--- config.mk ---
export PLATFORM = sky130hd
export DESIGN_NAME = mem_dbus
export DESIGN_NICKNAME = d
export VERILOG_FILES = /design/src/rtl/mem_dbus.sv
export SDC_FILE = /design/constraint.sdc
export NUM_CORES = 1
export LEC_CHECK = 0
export BUFFER_PORTS_ARGS = -buffer_cell sky130_fd_sc_hd__buf_2
export CAP_MARGIN = 40
export CORE_AREA = 2 2 149 151
export CTS_CLUSTER_SIZE = 30
export DETAILED_ROUTE_END_ITERATION = 7
export DIE_AREA = 0 0 151 153
export GPL_TIMING_DRIVEN = 0
export PLACE_DENSITY_LB_ADDON = 0.2
export SKIP_CTS_REPAIR_TIMING = 1
export SLEW_MARGIN = 0
export SYNTH_ARGS = -nofsm -noshare
export SYNTH_HDL_FRONTEND = slang
export SYNTH_SLANG_ARGS = --single-unit
--- constraint.sdc ---
create_clock -name clk -period 6.96 [get_ports clk]
set_input_delay 2.088 -clock clk [delete_from_list [all_inputs] [get_ports clk]]
set_output_delay 2.088 -clock clk [all_outputs]
set_load 0.02 [all_outputs]
--- src/rtl/mem_dbus.sv ---
// MEM pipeline stage: passes ALU results through and runs loads/stores on a req/ack data bus.
// Define ALIGN_CHECK_EN to trap misaligned halfword/word accesses via mem_excp_align.
module mem_dbus #(
    parameter int unsigned TIMEOUT_CYC = 255
) (
    input  logic        clk,
    input  logic        rst,
    input  logic [5:0]  stall,
    input  logic [4:0]  ex_wd,
    input  logic        ex_wreg,
    input  logic [31:0] ex_wdata,
    input  logic [31:0] ex_hi,
    input  logic [31:0] ex_lo,
    input  logic        ex_whilo,
    input  logic [3:0]  ex_mem_op,
    input  logic [31:0] ex_mem_addr,
    input  logic [31:0] ex_reg2,
    output logic [4:0]  mem_wd,
    output logic        mem_wreg,
    output logic [31:0] mem_wdata,
    output logic [31:0] mem_hi,
    output logic [31:0] mem_lo,
    output logic        mem_whilo,
    output logic        dbus_req,
    output logic        dbus_we,
    output logic [31:0] dbus_addr,
    output logic [3:0]  dbus_sel,
    output logic [31:0] dbus_wdata,
    input  logic        dbus_ack,
    input  logic [31:0] dbus_rdata,
    output logic        stallreq,
`ifdef ALIGN_CHECK_EN
    output logic        mem_excp_align,
`endif
    output logic        bus_err
);

    // Counter only has to reach TIMEOUT_CYC-1, so clog2(TIMEOUT_CYC) bits suffice.
    localparam int unsigned CW = (TIMEOUT_CYC > 2) ? $clog2(TIMEOUT_CYC) : 1;
    localparam logic [CW-1:0] CNT_LAST = (TIMEOUT_CYC == 0) ? '0 : CW'(TIMEOUT_CYC - 1);

    typedef enum logic [1:0] {IDLE, BUSY, HOLD} state_t;

    state_t        state, state_n;
    logic [CW-1:0] cnt;
    logic [31:0]   rd_buf;

    logic        is_byte, is_half, is_word, is_load, is_store, misalign, go;
    logic        timeout, done;
    logic [3:0]  req_sel;
    logic [31:0] req_wdata, rdata_eff, ld_data, result;
    logic [7:0]  ld_byte;
    logic [15:0] ld_half;

    logic unused_stall;
    assign unused_stall = ^{stall[5], stall[3:0]};

    always_comb begin
        is_byte = 1'b0;
        is_half = 1'b0;
        is_word = 1'b0;
        case (ex_mem_op)
            4'd1, 4'd2, 4'd6: is_byte = 1'b1;
            4'd3, 4'd4, 4'd7: is_half = 1'b1;
            4'd5, 4'd8:       is_word = 1'b1;
            default: ;
        endcase
    end

    assign is_load  = (ex_mem_op >= 4'd1) && (ex_mem_op <= 4'd5);
    assign is_store = (ex_mem_op >= 4'd6) && (ex_mem_op <= 4'd8);

`ifdef ALIGN_CHECK_EN
    assign misalign = (is_half && ex_mem_addr[0]) || (is_word && (ex_mem_addr[1:0] != 2'b00));
    assign mem_excp_align = !rst && misalign;
`else
    assign misalign = 1'b0;
`endif

    assign go = (is_load || is_store) && !misalign;

    // Big-endian lanes: byte offset 0 lives in bits [31:24].
    always_comb begin
        req_sel   = 4'b1111;
        req_wdata = ex_reg2;
        if (is_byte) begin
            req_sel   = 4'b1000 >> ex_mem_addr[1:0];
            req_wdata = {4{ex_reg2[7:0]}};
        end else if (is_half) begin
            req_sel   = ex_mem_addr[1] ? 4'b0011 : 4'b1100;
            req_wdata = {2{ex_reg2[15:0]}};
        end
    end

    always_comb begin
        rdata_eff = dbus_ack ? dbus_rdata : 32'd0;
        case (ex_mem_addr[1:0])
            2'b00:   ld_byte = rdata_eff[31:24];
            2'b01:   ld_byte = rdata_eff[23:16];
            2'b10:   ld_byte = rdata_eff[15:8];
            default: ld_byte = rdata_eff[7:0];
        endcase
        ld_half = ex_mem_addr[1] ? rdata_eff[15:0] : rdata_eff[31:16];
        case (ex_mem_op)
            4'd1:    ld_data = {{24{ld_byte[7]}}, ld_byte};
            4'd2:    ld_data = {24'd0, ld_byte};
            4'd3:    ld_data = {{16{ld_half[15]}}, ld_half};
            4'd4:    ld_data = {16'd0, ld_half};
            default: ld_data = rdata_eff;
        endcase
        result = is_load ? ld_data : ex_wdata;
    end

    // A timeout completes like an ack whose data reads as zero (rdata_eff is 0 without ack).
    assign timeout = (TIMEOUT_CYC != 0) && (state == BUSY) && !dbus_ack && (cnt == CNT_LAST);
    assign done    = (state == BUSY) && (dbus_ack || timeout);

    always_ff @(posedge clk) begin
        if (rst) state <= IDLE;
        else     state <= state_n;
    end

    always_comb begin
        state_n  = state;
        stallreq = 1'b0;
        case (state)
            IDLE: if (go) begin
                state_n  = BUSY;
                stallreq = 1'b1;
            end
            BUSY: begin
                if (done) state_n = stall[4] ? HOLD : IDLE;
                else      stallreq = 1'b1;
            end
            HOLD: if (!stall[4]) state_n = IDLE;
            default: state_n = IDLE;
        endcase
        if (rst) stallreq = 1'b0;
    end

    always_ff @(posedge clk) begin
        if (rst) begin
            dbus_req   <= 1'b0;
            dbus_we    <= 1'b0;
            dbus_addr  <= '0;
            dbus_sel   <= '0;
            dbus_wdata <= '0;
            bus_err    <= 1'b0;
            cnt        <= '0;
            rd_buf     <= '0;
        end else begin
            bus_err <= 1'b0;
            case (state)
                IDLE: if (go) begin
                    dbus_req   <= 1'b1;
                    dbus_we    <= is_store;
                    dbus_addr  <= {ex_mem_addr[31:2], 2'b00};
                    dbus_sel   <= req_sel;
                    dbus_wdata <= req_wdata;
                    cnt        <= '0;
                end
                BUSY: begin
                    if (done) begin
                        dbus_req <= 1'b0;
                        bus_err  <= timeout;
                        if (stall[4]) rd_buf <= result;
                    end else begin
                        cnt <= cnt + 1'b1;
                    end
                end
                default: ;
            endcase
        end
    end

    always_comb begin
        if (rst)                mem_wdata = '0;
        else if (state == HOLD) mem_wdata = rd_buf;
        else                    mem_wdata = result;
    end

    assign mem_wd    = rst ? 5'd0  : ex_wd;
    assign mem_wreg  = !rst && ex_wreg && !misalign;
    assign mem_hi    = rst ? 32'd0 : ex_hi;
    assign mem_lo    = rst ? 32'd0 : ex_lo;
    assign mem_whilo = !rst && ex_whilo;

endmodule

==> results of run 1 <==
==> power by group <==
part	internal (W)	switching, W
Sequential	0.000678	0.0000194
Combinational	0.000209	0.000365
Clock	0.000259	0.000292
==> worst paths after layout <==
path,cells past startpoint,end,slack (ps)
setup reg to reg,8,rd_buf[7],4680
hold / removal,2,dbus_wdata[30],450
setup / recovery,8,mem_wdata[15],310
hold reg to reg,2,dbus_wdata[30],450
==> routing by layer <==
metal,GRT usage,wire [um],vias to the layer above
li1,-,-,3953
met4,0.0912,949,0
met3,0.0391,2170,63
met1,0.296,11500,3771
met5,0,0,-
met2,0.431,14700,396
==> Yosys cell counts, drive strengths merged, types with 2 or more instances <==
master   instances  share of area
a22oi            2         0.0022
nor2b           75          0.068
a21oi           70          0.052
nand3           30          0.023
o31ai            2         0.0022
nor2            67          0.037
clkbuf          46          0.025
buf             44          0.041
xnor2            3         0.0038
o21ai           45          0.033
mux2i           19          0.028
inv              3         0.0016
nand3b           2         0.0022
and2             2         0.0018
nor3            10         0.0096
o21bai           2         0.0022
a2111oi          2         0.0035
nand2          130          0.071
nand2b          38          0.035
and3             3         0.0027
xor2             4         0.0051
a211o            2         0.0025
mux2             2         0.0033
o221a            2         0.0033
o221ai          14          0.018
a31o             3         0.0038
or2              4         0.0040
a311oi          30          0.046
dfxtp          111           0.32
nor3b            2         0.0022
o2bb2ai          7         0.0089
a31oi            3         0.0027
o32ai           46          0.059
ha               2         0.0036
a211oi          24          0.034
a21o            15          0.016
==> area by class of cell <==
cell class	count	area [um^2]	area share
Sequential cell	111	2220	0.236
Inverter	3	11.3	0.00119
Buffer	90	455	0.0483
Timing Repair Buffer	376	1880	0.200
Tap cell	280	350	0.0372
Clock inverter	7	82.6	0.00876
Multi-Input combinational cell	677	4190	0.444
Antenna cell	4	10.0	0.00106
Clock buffer	9	225	0.0239
==> sequential cells by signal (all words and copies together) (netlist names) <==
name and count:
bus_err 1, dbus_wdata 32, dbus_sel 4, dbus_req 1
rd_buf 32, dbus_we 1, cnt 8, state 2
dbus_addr 30
==> worst min-delay path: cells and delay by family (launching register included) <==
family,cells,cell delay [ps]
simple gates,1,50
compound gates,1,50
flops,1,310
==> cell usage in the layout (no fill, tap or decap), drive strengths merged, types with 3 or more instances in the layout <==
| master | count |
|---|---|
| a31o | 3 |
| nor2 | 67 |
| o2bb2ai | 7 |
| o21ai | 45 |
| inv | 7 |
| xnor2 | 3 |
| nand2 | 130 |
| o32ai | 46 |
| buf | 420 |
| clkbuf | 55 |
| and3 | 3 |
| a311oi | 30 |
| dfxtp | 111 |
| diode | 4 |
| a31oi | 3 |
| o221ai | 14 |
| a21oi | 70 |
| nor2b | 75 |
| a211oi | 24 |
| a21o | 15 |
| nand3 | 30 |
| nor3 | 10 |
| or2 | 4 |
| nand2b | 38 |
| xor2 | 4 |
| mux2i | 19 |
==> stage by stage <==
step	power, W	hold WS, ps	utilization	instance area, um^2
5_1_grt	0.00191	469	0.439	9430
4_1_cts	0.00184	455	0.438	9420
3_3_place_gp	0.00128	440	0.424	9100
6_report	0.00182	453	0.439	9430
2_1_floorplan	0.00106	462	-	6880
3_5_place_dp	0.00129	443	0.424	9110
==> cell families (layout without fill, tap and decap cells) <==
family | after synthesis | count (layout)
adder cells (fa/ha/maj) | 2 | 2
buffers and inverters | 93 | 485
XOR/XNOR | 7 | 7
AO/OA/AOI/OAI | 274 | 274
AND/OR/NAND/NOR | 371 | 371
other | 1 | 6
flip-flops | 111 | 111
multiplexers | 21 | 21
==> run summary, run 1 <==
The root buffer cell is sky130_fd_sc_hd__clkbuf_16. The run finished with clean final reports. Synthesis inferred 111 register bits. The highest clock rate is 150 MHz.

The mean instance size in the synthesized netlist came out at 7.81 um^2. Counting distinct cell types in the post-synthesis netlist gives 64. The clock tree buffer depth is 2. The floorplan step defined a core boundary enclosing between 20000 and 25000 um^2. In this run the worst hold path is classified as reg -> reg.

The simple logic cell fraction of the synthesized area came out at 0.269. Detailed placement finished with a half-perimeter wire length of between 20000 and 25000 um. The count of placed standard cells in the final layout, fillers left out is 1557.

After clock tree synthesis, the clock-pin slew on the worst setup and hold paths is 80 ps. The floorplan row count is 54. The number of max-slew violations in the final report is 0. The count of filler cells inserted in the layout came out at 2328. The compound-cell area share of the yosys netlist came to 0.296. The initial antenna violation count came out at 8. Across every metal layer, demand over resource in global routing totals 0.244.

The clock tree synthesis step divided the H-tree into 3 levels. The most repeated library cell on the critical path is sky130_fd_sc_hd__buf_2. Before CTS, the worst setup slack after placement is 382 ps.

Grouping stages by cell kind, the critical path spends the most delay in compound AO/OA/AOI/OAI gates. By area, the combinational part of the netlist is dominated by compound AO/OA/AOI/OAI gates. Across all setup checks in the final design, the least slack found is 311 ps. The arrival time reported for the critical path endpoint came out at 4560 ps. The worst hold path startpoint is dbus_wdata[30]. Global routing finished with a remaining overflow of 0.

The number of nets in the layout came out at 1482. The highest net fanout along the worst path is 10. The relative slew slack is 0.450.

The yosys synthesis warning count came out at 0. The post-route setup TNS is 0 ps. The cell area after synthesis came out at 6870 um^2. The hold violation count in the final report is 0. Counting flops with an async set or reset pin after synthesis yields a share of 0. TritonCTS built the clock tree. After layout, the minimum clock period comes to 6650 ps. Setup violations remaining at the end of the flow were counted as 0. The startpoint identified for the worst register-to-register timing path is cnt[0].

The count of buffer and inverter cells on the critical path came out at 5. The part of the cycle the worst path needs is 0.955. The die covers 23100 um^2. The mux share of post-synthesis cell area came out at 0.0309.

For the pin with the worst max-slew slack, the measured transition is approximately 820 ps. The adder and majority gate portion of the synthesized area came out at 0.00364. The die is 153 um tall. For the worst-skew pair, the clock arrives at the later sink with an insertion delay of roughly 370 ps. The worst-case IR drop observed on VDD is roughly 0.10 mV. The max-capacitance violation count is 0. The count of unresolved DRC violations after routing came out at 0. The most instantiated flip-flop cell in the synthesis netlist is sky130_fd_sc_hd__dfxtp_1. Setup repair after global routing left no endpoint under its margin. The area overhead of the layout relative to synthesis is 37.2%. The number of optimization iterations in the first detailed-route pass is 6. The detailed router's first-iteration violation count is 665.

Dividing total power by cell area gives a power density of 193 nW/um^2. The number of global-route vias before repair came out at 7631. The maximum single-stage delay on the critical path is 690 ps.

Walking the worst path, the cells encountered are buf_2 -> buf_6 -> buf_4 -> a211oi_2 -> clkbuf_1 -> o22ai_1 -> a311oi_1 -> buf_2. The static power due to leakage is between 4 and 5 nW. CTS saw 111 sinks. The element type at the critical path end is an output port. STA puts the critical path data required time at 4870 ps. The sequential element share of the synthesized area is 0.323. The worst setup path is of the in -> out kind.

The total clock buffers created by CTS is 9. The routed via count is 8183. The gate count after technology mapping came out at 880.

The average wire per cell in the routed design came out at 18.8 um. The final RePlAce weighted congestion is 0.951. Of the total synthesized cell area, the portion taken by XOR and XNOR cells is 0.00892. The floorplan step set the die width to 151 um.

The number of placed cells counting well taps is 1537. The first-pass GRT wire length came out at 43400 um. The number of top-level pins is 387. The final layout contains routed wiring with a total length of slightly below 30000 um. The fraction of layout instances using a drive strength above 1 is 0.370. The number of port buffers is roughly 380. On the critical path, the stage with the largest delay is an instance of sky130_fd_sc_hd__a211oi_2. Tracing the worst setup path back leads to its startpoint at ex_mem_op[1]. The number of synthesized flops with an enable pin is 0.

The remaining number of nets flagged by the antenna check after routing came out at 0. The maximum number of pins on one net before global-route repair is 23. STA classifies the critical path startpoint as an input pin. The initial utilization of the core area, before any placement, comes to 0.320. The clock arrives with 11.7 ps of skew. The number of vias per cell came out at 5.26.
(Power assumes the default switching activity.)
==> run 2: changes to the inputs <==
--- a/config.mk
+++ b/config.mk
@@ -7,10 +7,12 @@
 export LEC_CHECK = 0
 export BUFFER_PORTS_ARGS = -buffer_cell sky130_fd_sc_hd__buf_2
 export CAP_MARGIN = 40
-export CORE_AREA = 2 2 149 151
+export CELL_PAD_IN_SITES_DETAIL_PLACEMENT = 0
+export CELL_PAD_IN_SITES_GLOBAL_PLACEMENT = 1
+export CORE_AREA = 2 2 152 154
 export CTS_CLUSTER_SIZE = 30
 export DETAILED_ROUTE_END_ITERATION = 7
-export DIE_AREA = 0 0 151 153
+export DIE_AREA = 0 0 154 156
 export GPL_TIMING_DRIVEN = 0
 export PLACE_DENSITY_LB_ADDON = 0.2
 export SKIP_CTS_REPAIR_TIMING = 1
==> run 2 against run 1 <==
  * Hold slack barely moved
  * Core utilization fell by 1.8 points
  * Die area rose by 4.0%
  * Register-to-register slack barely moved
  * Total power fell by 0.23%
  * Critical path depth rose by 1
  * Non-clock buffer count fell by 1
  * First-iteration DRC count fell by 3.0%
  * Routed wire length rose by 5.1%
  * Clock-buffer cell count did not move
==> run summary, run 2 (synthesis results as in run 1) <==
The first global-routing pass estimated between 40000 and 50000 um of wire. In this run the worst hold path is classified as reg -> reg. Entering global routing, the biggest net connects 22 pins. The area of the core region came out at 22400 um^2. In this run the count of I/O pins placed on the die edge is just under 400. The slew at the pin closest to its max-slew limit is 803 ps.

The first TritonRoute pass finished after 5 iterations. Following the worst setup path forward leads to its endpoint at mem_wdata[29]. The count of filler cells inserted in the layout is 2465. The number of sinks driven by the clock tree came out at 111.

The initial antenna violation count is 6. The highest net fanout along the worst path came out at 10. The final cell utilization of the core came out at 0.421. The maximum ir drop on the vdd rail came out at 0.142 mV. The worst clock skew is 7.96 ps. The areal power density over the cells came out at 193 nW/um^2. The post-route setup TNS is 0 ps. The number of cells traversed by the worst hold path came out at 2.

The net count of the finished layout is 1481. The worst setup path is launched from an input pin. The final RePlAce weighted congestion is about 0.85. The startpoint identified for the worst register-to-register timing path is cnt[0].

The register-to-register setup slack is 4690 ps. The part of the cycle the worst path needs came out at 0.939. The clock tree buffer depth came out at 2. The floorplan row count came out at 55. In this run the remaining antenna-violating nets after routing total 0. The worst setup path is captured at an output port.

The data required time of the critical path is slightly below 5000 ps. The CTS clock-pin slew for the worst setup and hold paths is 90 ps. The die extent in x came out at 154 um. For this design the static power due to leakage is 4.16 nW. The launching instance or port of the critical path is ex_mem_op[1].

The hold violation count in the final report was 0. The die area came out at around 24000 um^2. The clock latency on the worst-skew pair came out at 370 ps.

Headroom to the max-slew limit came out at 0.462. The effective utilization at floorplan is 0.307. The number of cells on the worst reg-to-reg path is 8.

The end of the worst register-to-register path is rd_buf[28]. The library cell used most frequently in the layout, excluding fill and tap cells, is sky130_fd_sc_hd__buf_2. The post-detailed-placement half-perimeter wirelength is 24600 um.

The root buffer cell is sky130_fd_sc_hd__clkbuf_16. The type of the worst setup path is in -> out. TritonCTS built the clock tree.

met2 is the most crowded layer. The library cells used most frequently in the layout, excluding fill and tap cells, are sky130_fd_sc_hd__buf_2, sky130_fd_sc_hd__nand2_1, sky130_fd_sc_hd__dfxtp_1. The total clock buffers created by CTS came out at 9. The average wire per cell in the routed design came out at 19.8 um.

From bottom edge to top edge, the die measures 156 um. The final layout contains routed wiring with a total length of 30800 um. The total overflow left after global routing is 0. The detailed router's first-iteration violation count is about 650.

The number of endpoints failing setup at the final stage came out at 0. The number of global-route vias before repair came out at between 7000 and 8000. The number of max-slew violations in the final report is 0.

In the final layout, the registers with the most flip-flops are dbus_wdata x32, rd_buf x32, dbus_addr x30. The number of vias per cell is between 5 and 6. The run finished with clean final reports.

The highest clock rate is between 150 and 200 MHz. Data arrives at the worst endpoint at 4450 ps. The max-capacitance violation count came out at 0. The area overhead of the layout relative to synthesis is 37.0%.

The routing usage on met1 is 0.303. Setup repair after global routing left no endpoint under its margin. The global routing usage on met2 is 0.445.

Detailed routing inserted a total of 8144 vias. The met3 capacity usage during global routing came out at 0.0403. The final period demand of the worst path is 6540 ps. The all-layer global routing usage is 0.245.

In the final layout, the share of cells above drive strength 1 is 0.369. The count of unresolved DRC violations after routing came out at 0. The number of H-tree levels is 3. The number of port buffers is 375.
## run 2: changes by cell type in the layout (fill, tap and decap cells not counted)
| cell | delta |
|---|---|
| sky130_fd_sc_hd__inv_6 | +1 |
| sky130_fd_sc_hd__clkinv_2 | +1 |
| sky130_fd_sc_hd__clkinvlp_4 | -1 |
| sky130_fd_sc_hd__diode_2 | -1 |
| sky130_fd_sc_hd__clkinv_4 | +1 |
| sky130_fd_sc_hd__buf_2 | -1 |
| sky130_fd_sc_hd__inv_8 | -2 |
## run 2: final cells by class
class / count / area, um^2 / share of cell area
multi-input combinational: 677 / 4190 / 0.445
sequential: 111 / 2220 / 0.236
timing repair buffer: 375 / 1880 / 0.199
buffer: 90 / 455 / 0.0484
tap: 285 / 357 / 0.0379
clock buffer: 9 / 225 / 0.0239
clock inverter: 7 / 75.1 / 0.00797
inverter: 3 / 11.3 / 0.00120
antenna: 3 / 7.51 / 0.000797
## run 2: metrics by stage
step,setup slack [ps],hold slack [ps],power [W],instances,cell area [um^2]
floorplan,997,462,0.00106,881,6880
global placement,401,440,0.00129,1541,9110
detailed placement,445,443,0.00129,1541,9110
CTS,442,456,0.00183,1557,9410
global route,311,475,0.00191,1560,9420
finish,422,453,0.00182,1560,9420
## run 2: report_power, final
| part | switching, W | leakage (nW) | internal, W |
|---|---|---|---|
| Combinational | 0.000369 | 3.10 | 0.000209 |
| Clock | 0.000288 | 0.148 | 0.000256 |
| Sequential | 0.0000202 | 0.909 | 0.000678 |
## run 2: worst min path at each step
stage              startpoint             end  slack, ps
2_1_floorplan       rd_buf[0]       rd_buf[0]        460
3_3_place_gp     dbus_addr[8]    dbus_addr[8]        440
3_5_place_dp     dbus_addr[8]    dbus_addr[8]        440
4_1_cts          dbus_addr[8]    dbus_addr[8]        460
5_1_grt        dbus_wdata[25]  dbus_wdata[25]        470
6_report         dbus_addr[8]    dbus_addr[8]        450
## run 2: metal layers
| metal | part of all wire | wire length [um] |
|---|---|---|
| met5 | 0.00088 | 27 |
| met4 | 0.017 | 534 |
| met3 | 0.056 | 1730 |
| met2 | 0.51 | 15800 |
| met1 | 0.41 | 12800 |
## run 2: critical path, stage by stage
cell	delay [ps]
sky130_fd_sc_hd__buf_2	130
sky130_fd_sc_hd__buf_6	140
sky130_fd_sc_hd__buf_4	170
sky130_fd_sc_hd__a211oi_2	600
sky130_fd_sc_hd__buf_2	380
sky130_fd_sc_hd__buf_2	310
sky130_fd_sc_hd__nor2_1	70
sky130_fd_sc_hd__o32ai_1	310
sky130_fd_sc_hd__buf_2	240
==> run 3: changes to the inputs <==
--- a/config.mk
+++ b/config.mk
@@ -7,12 +7,12 @@
 export LEC_CHECK = 0
 export BUFFER_PORTS_ARGS = -buffer_cell sky130_fd_sc_hd__buf_2
 export CAP_MARGIN = 40
-export CELL_PAD_IN_SITES_DETAIL_PLACEMENT = 0
-export CELL_PAD_IN_SITES_GLOBAL_PLACEMENT = 1
-export CORE_AREA = 2 2 152 154
+export CELL_PAD_IN_SITES_DETAIL_PLACEMENT = 2
+export CELL_PAD_IN_SITES_GLOBAL_PLACEMENT = 2
+export CORE_MARGIN = 2
+export CORE_UTILIZATION = 25
 export CTS_CLUSTER_SIZE = 30
 export DETAILED_ROUTE_END_ITERATION = 7
-export DIE_AREA = 0 0 154 156
 export GPL_TIMING_DRIVEN = 0
 export PLACE_DENSITY_LB_ADDON = 0.2
 export SKIP_CTS_REPAIR_TIMING = 1
==> run 3 against run 2 <==
  * Maximum frequency down 3.3%
  * Clock skew up 11 ps
  * Sequential power about the same
  * Global-route usage down 0.95 points
  * Worst setup slack worse by 220 ps
  * Register-to-register slack worse by 70 ps
  * Sequential share of layout area down 0.27 points
  * Hold slack better by 5.1 ps
  * Core utilization down 6.8 points
  * Critical path type unchanged
  * Largest cell class unchanged
  * Largest power group unchanged
==> run summary, run 3 (synthesis results as in run 1) <==
The run finished with clean final reports. The number of optimization iterations in the first detailed-route pass came out at 4. In the final design database the tool counted 1481 nets. The clock arrives with 18.7 ps of skew. The number of endpoints failing setup at the final stage came out at 0. The slew at the pin closest to its max-slew limit came out at 851 ps. The floorplan row count is 60. Dividing the detail-routed wire length by the instance count gives 21.5 um. The fraction of layout instances using a drive strength above 1 came out at 0.369. The data required time of the critical path is 4870 ps. The most common library cell in the layout ignoring fill and taps is sky130_fd_sc_hd__buf_2. The routed via count is 8294.

The CTS clock-pin slew for the worst setup and hold paths came out at 100 ps. The number of port buffers came out at 375. The floorplan step set the die width to around 170 um.

The number of max-slew violations in the final report is 0. Static timing analysis puts the maximum clock frequency at 148 MHz. In the post-route analysis, the smallest setup slack over all paths is 200 ps. The post-placement setup slack is 120 ps. The remaining number of nets flagged by the antenna check after routing is 0.

The count of unresolved DRC violations after routing is 0. The largest registers in the layout are dbus_wdata x32, rd_buf x32, dbus_addr x30. The final routed wirelength across all metal layers is 34800 um. Clock latency on the worst-skew pair, taken at its later pin, is 370 ps. The core region is 27000 um^2. The hold violation count in the final report came to 0. CTS placed an instance of sky130_fd_sc_hd__clkbuf_16 at the clock tree root. The maximum ir drop on the vdd rail is about 0.14 mV.

In this run, the number of DRC markers left after iteration 0 of detailed routing was 361. The area taken by flip-flops and latches is between 2000 and 2500 um^2. The max-capacitance violation count is 0.

The area overhead of the layout relative to synthesis is 38.6%. The tightest min-delay check is of the reg -> reg type. The total clock buffers created by CTS is 9. For this design the static power due to leakage is 4.16 nW. The clock passes through at most 2 buffers. The final RePlAce weighted congestion is 0.828. STA classifies the critical path startpoint as an input pin.

The CTS tree is built. The die area came out at 28800 um^2. The areal power density over the cells is between 150 and 200 nW/um^2. The number of vias per cell is 5.11. The worst setup path is of the in -> out kind.

The relative slew slack came out at 0.429. Clock tree synthesis found a total of 111 sinks. The count of filler cells inserted in the layout came out at 3297. The post-detailed-placement half-perimeter wirelength came out at 28200 um. The first-pass GRT wire length is 52000 um.

The final period demand of the worst path is 6760 ps. The post-route setup TNS is 0 ps. The total overflow left after global routing is 0. For the worst setup path, the data arrival time is 4670 ps. The initial antenna violation count came out at 8. The maximum number of pins on one net before global-route repair is 25. In this run the worst path has a maximum fanout of 10. The number of top-level pins came out at 387. The clock tree synthesis step divided the H-tree into 3 levels. The part of the cycle the worst path needs is 0.971. The worst setup path is captured at an output port.

The effective utilization at floorplan came out at 0.255. The number of global-route vias before repair came out at 8853. Summing all multi-input logic gate instances after layout gives around 4200 um^2. The all-layer global routing usage came out at 0.236. In the layout the commonest cells are sky130_fd_sc_hd__buf_2, sky130_fd_sc_hd__nand2_1, sky130_fd_sc_hd__dfxtp_1.

The vertical die dimension came out at between 150 and 200 um. Setup repair after global routing left no endpoint under its margin.
-- run 3: changes by cell type in the layout (fill, tap and decap cells not counted), sizes merged --
| cell | delta |
|---|---|
| diode | +7 |
| inv | +2 |
| clkinv | -2 |
-- run 3: cell type report --
cell class                 count  area share
sequential                   111       0.233
clock inverter                 7      0.0101
antenna                       10     0.00263
inverter                       3     0.00118
tap                          341      0.0448
timing repair buffer         375       0.197
buffer                        90      0.0478
clock buffer                   9      0.0236
multi-input combinational    677       0.440
-- run 3: layer usage --
| layer | GRT usage | routed length, um |
|---|---|---|
| met2 | 0.434 | 18000 |
| met5 | 0 | 0 |
| met1 | 0.275 | 14200 |
| met3 | 0.0382 | 1620 |
| met4 | 0.0844 | 996 |
-- run 3: final timing paths --
check / endpoint / depth (start not counted) / from / slack (ps)
setup / recovery: mem_wdata[15] / 8 / ex_mem_op[1] / 200
hold / removal: dbus_addr[14] / 2 / dbus_addr[14] / 460
setup reg to reg: rd_buf[24] / 8 / cnt[0] / 4620
hold reg to reg: dbus_addr[14] / 2 / dbus_addr[14] / 460
-- run 3: power breakdown --
part	total [W]	switching, W	internal (W)
clock network	0.000576	0.000309	0.000267
logic	0.000591	0.000381	0.000209
registers	0.000699	0.0000209	0.000678
-- run 3: worst max-delay path: stages --
cell and delay [ps]:
sky130_fd_sc_hd__buf_2 130, sky130_fd_sc_hd__buf_6 140, sky130_fd_sc_hd__buf_4 170, sky130_fd_sc_hd__a211oi_2 640, sky130_fd_sc_hd__clkbuf_1 550, sky130_fd_sc_hd__o22ai_1 160, sky130_fd_sc_hd__a311oi_1 520, sky130_fd_sc_hd__buf_2 270
-- run 3: through the flow --
stage / hold slack (ps) / util / cell area (um^2) / cells / total power, W
floorplan: 462 / - / 6880 / 881 / 0.00106
global placement: 439 / 0.341 / 9180 / 1597 / 0.00130
detailed placement: 447 / 0.341 / 9180 / 1597 / 0.00131
CTS: 462 / 0.353 / 9500 / 1613 / 0.00189
global route: 483 / 0.353 / 9520 / 1619 / 0.00196
finish: 459 / 0.353 / 9530 / 1623 / 0.00187
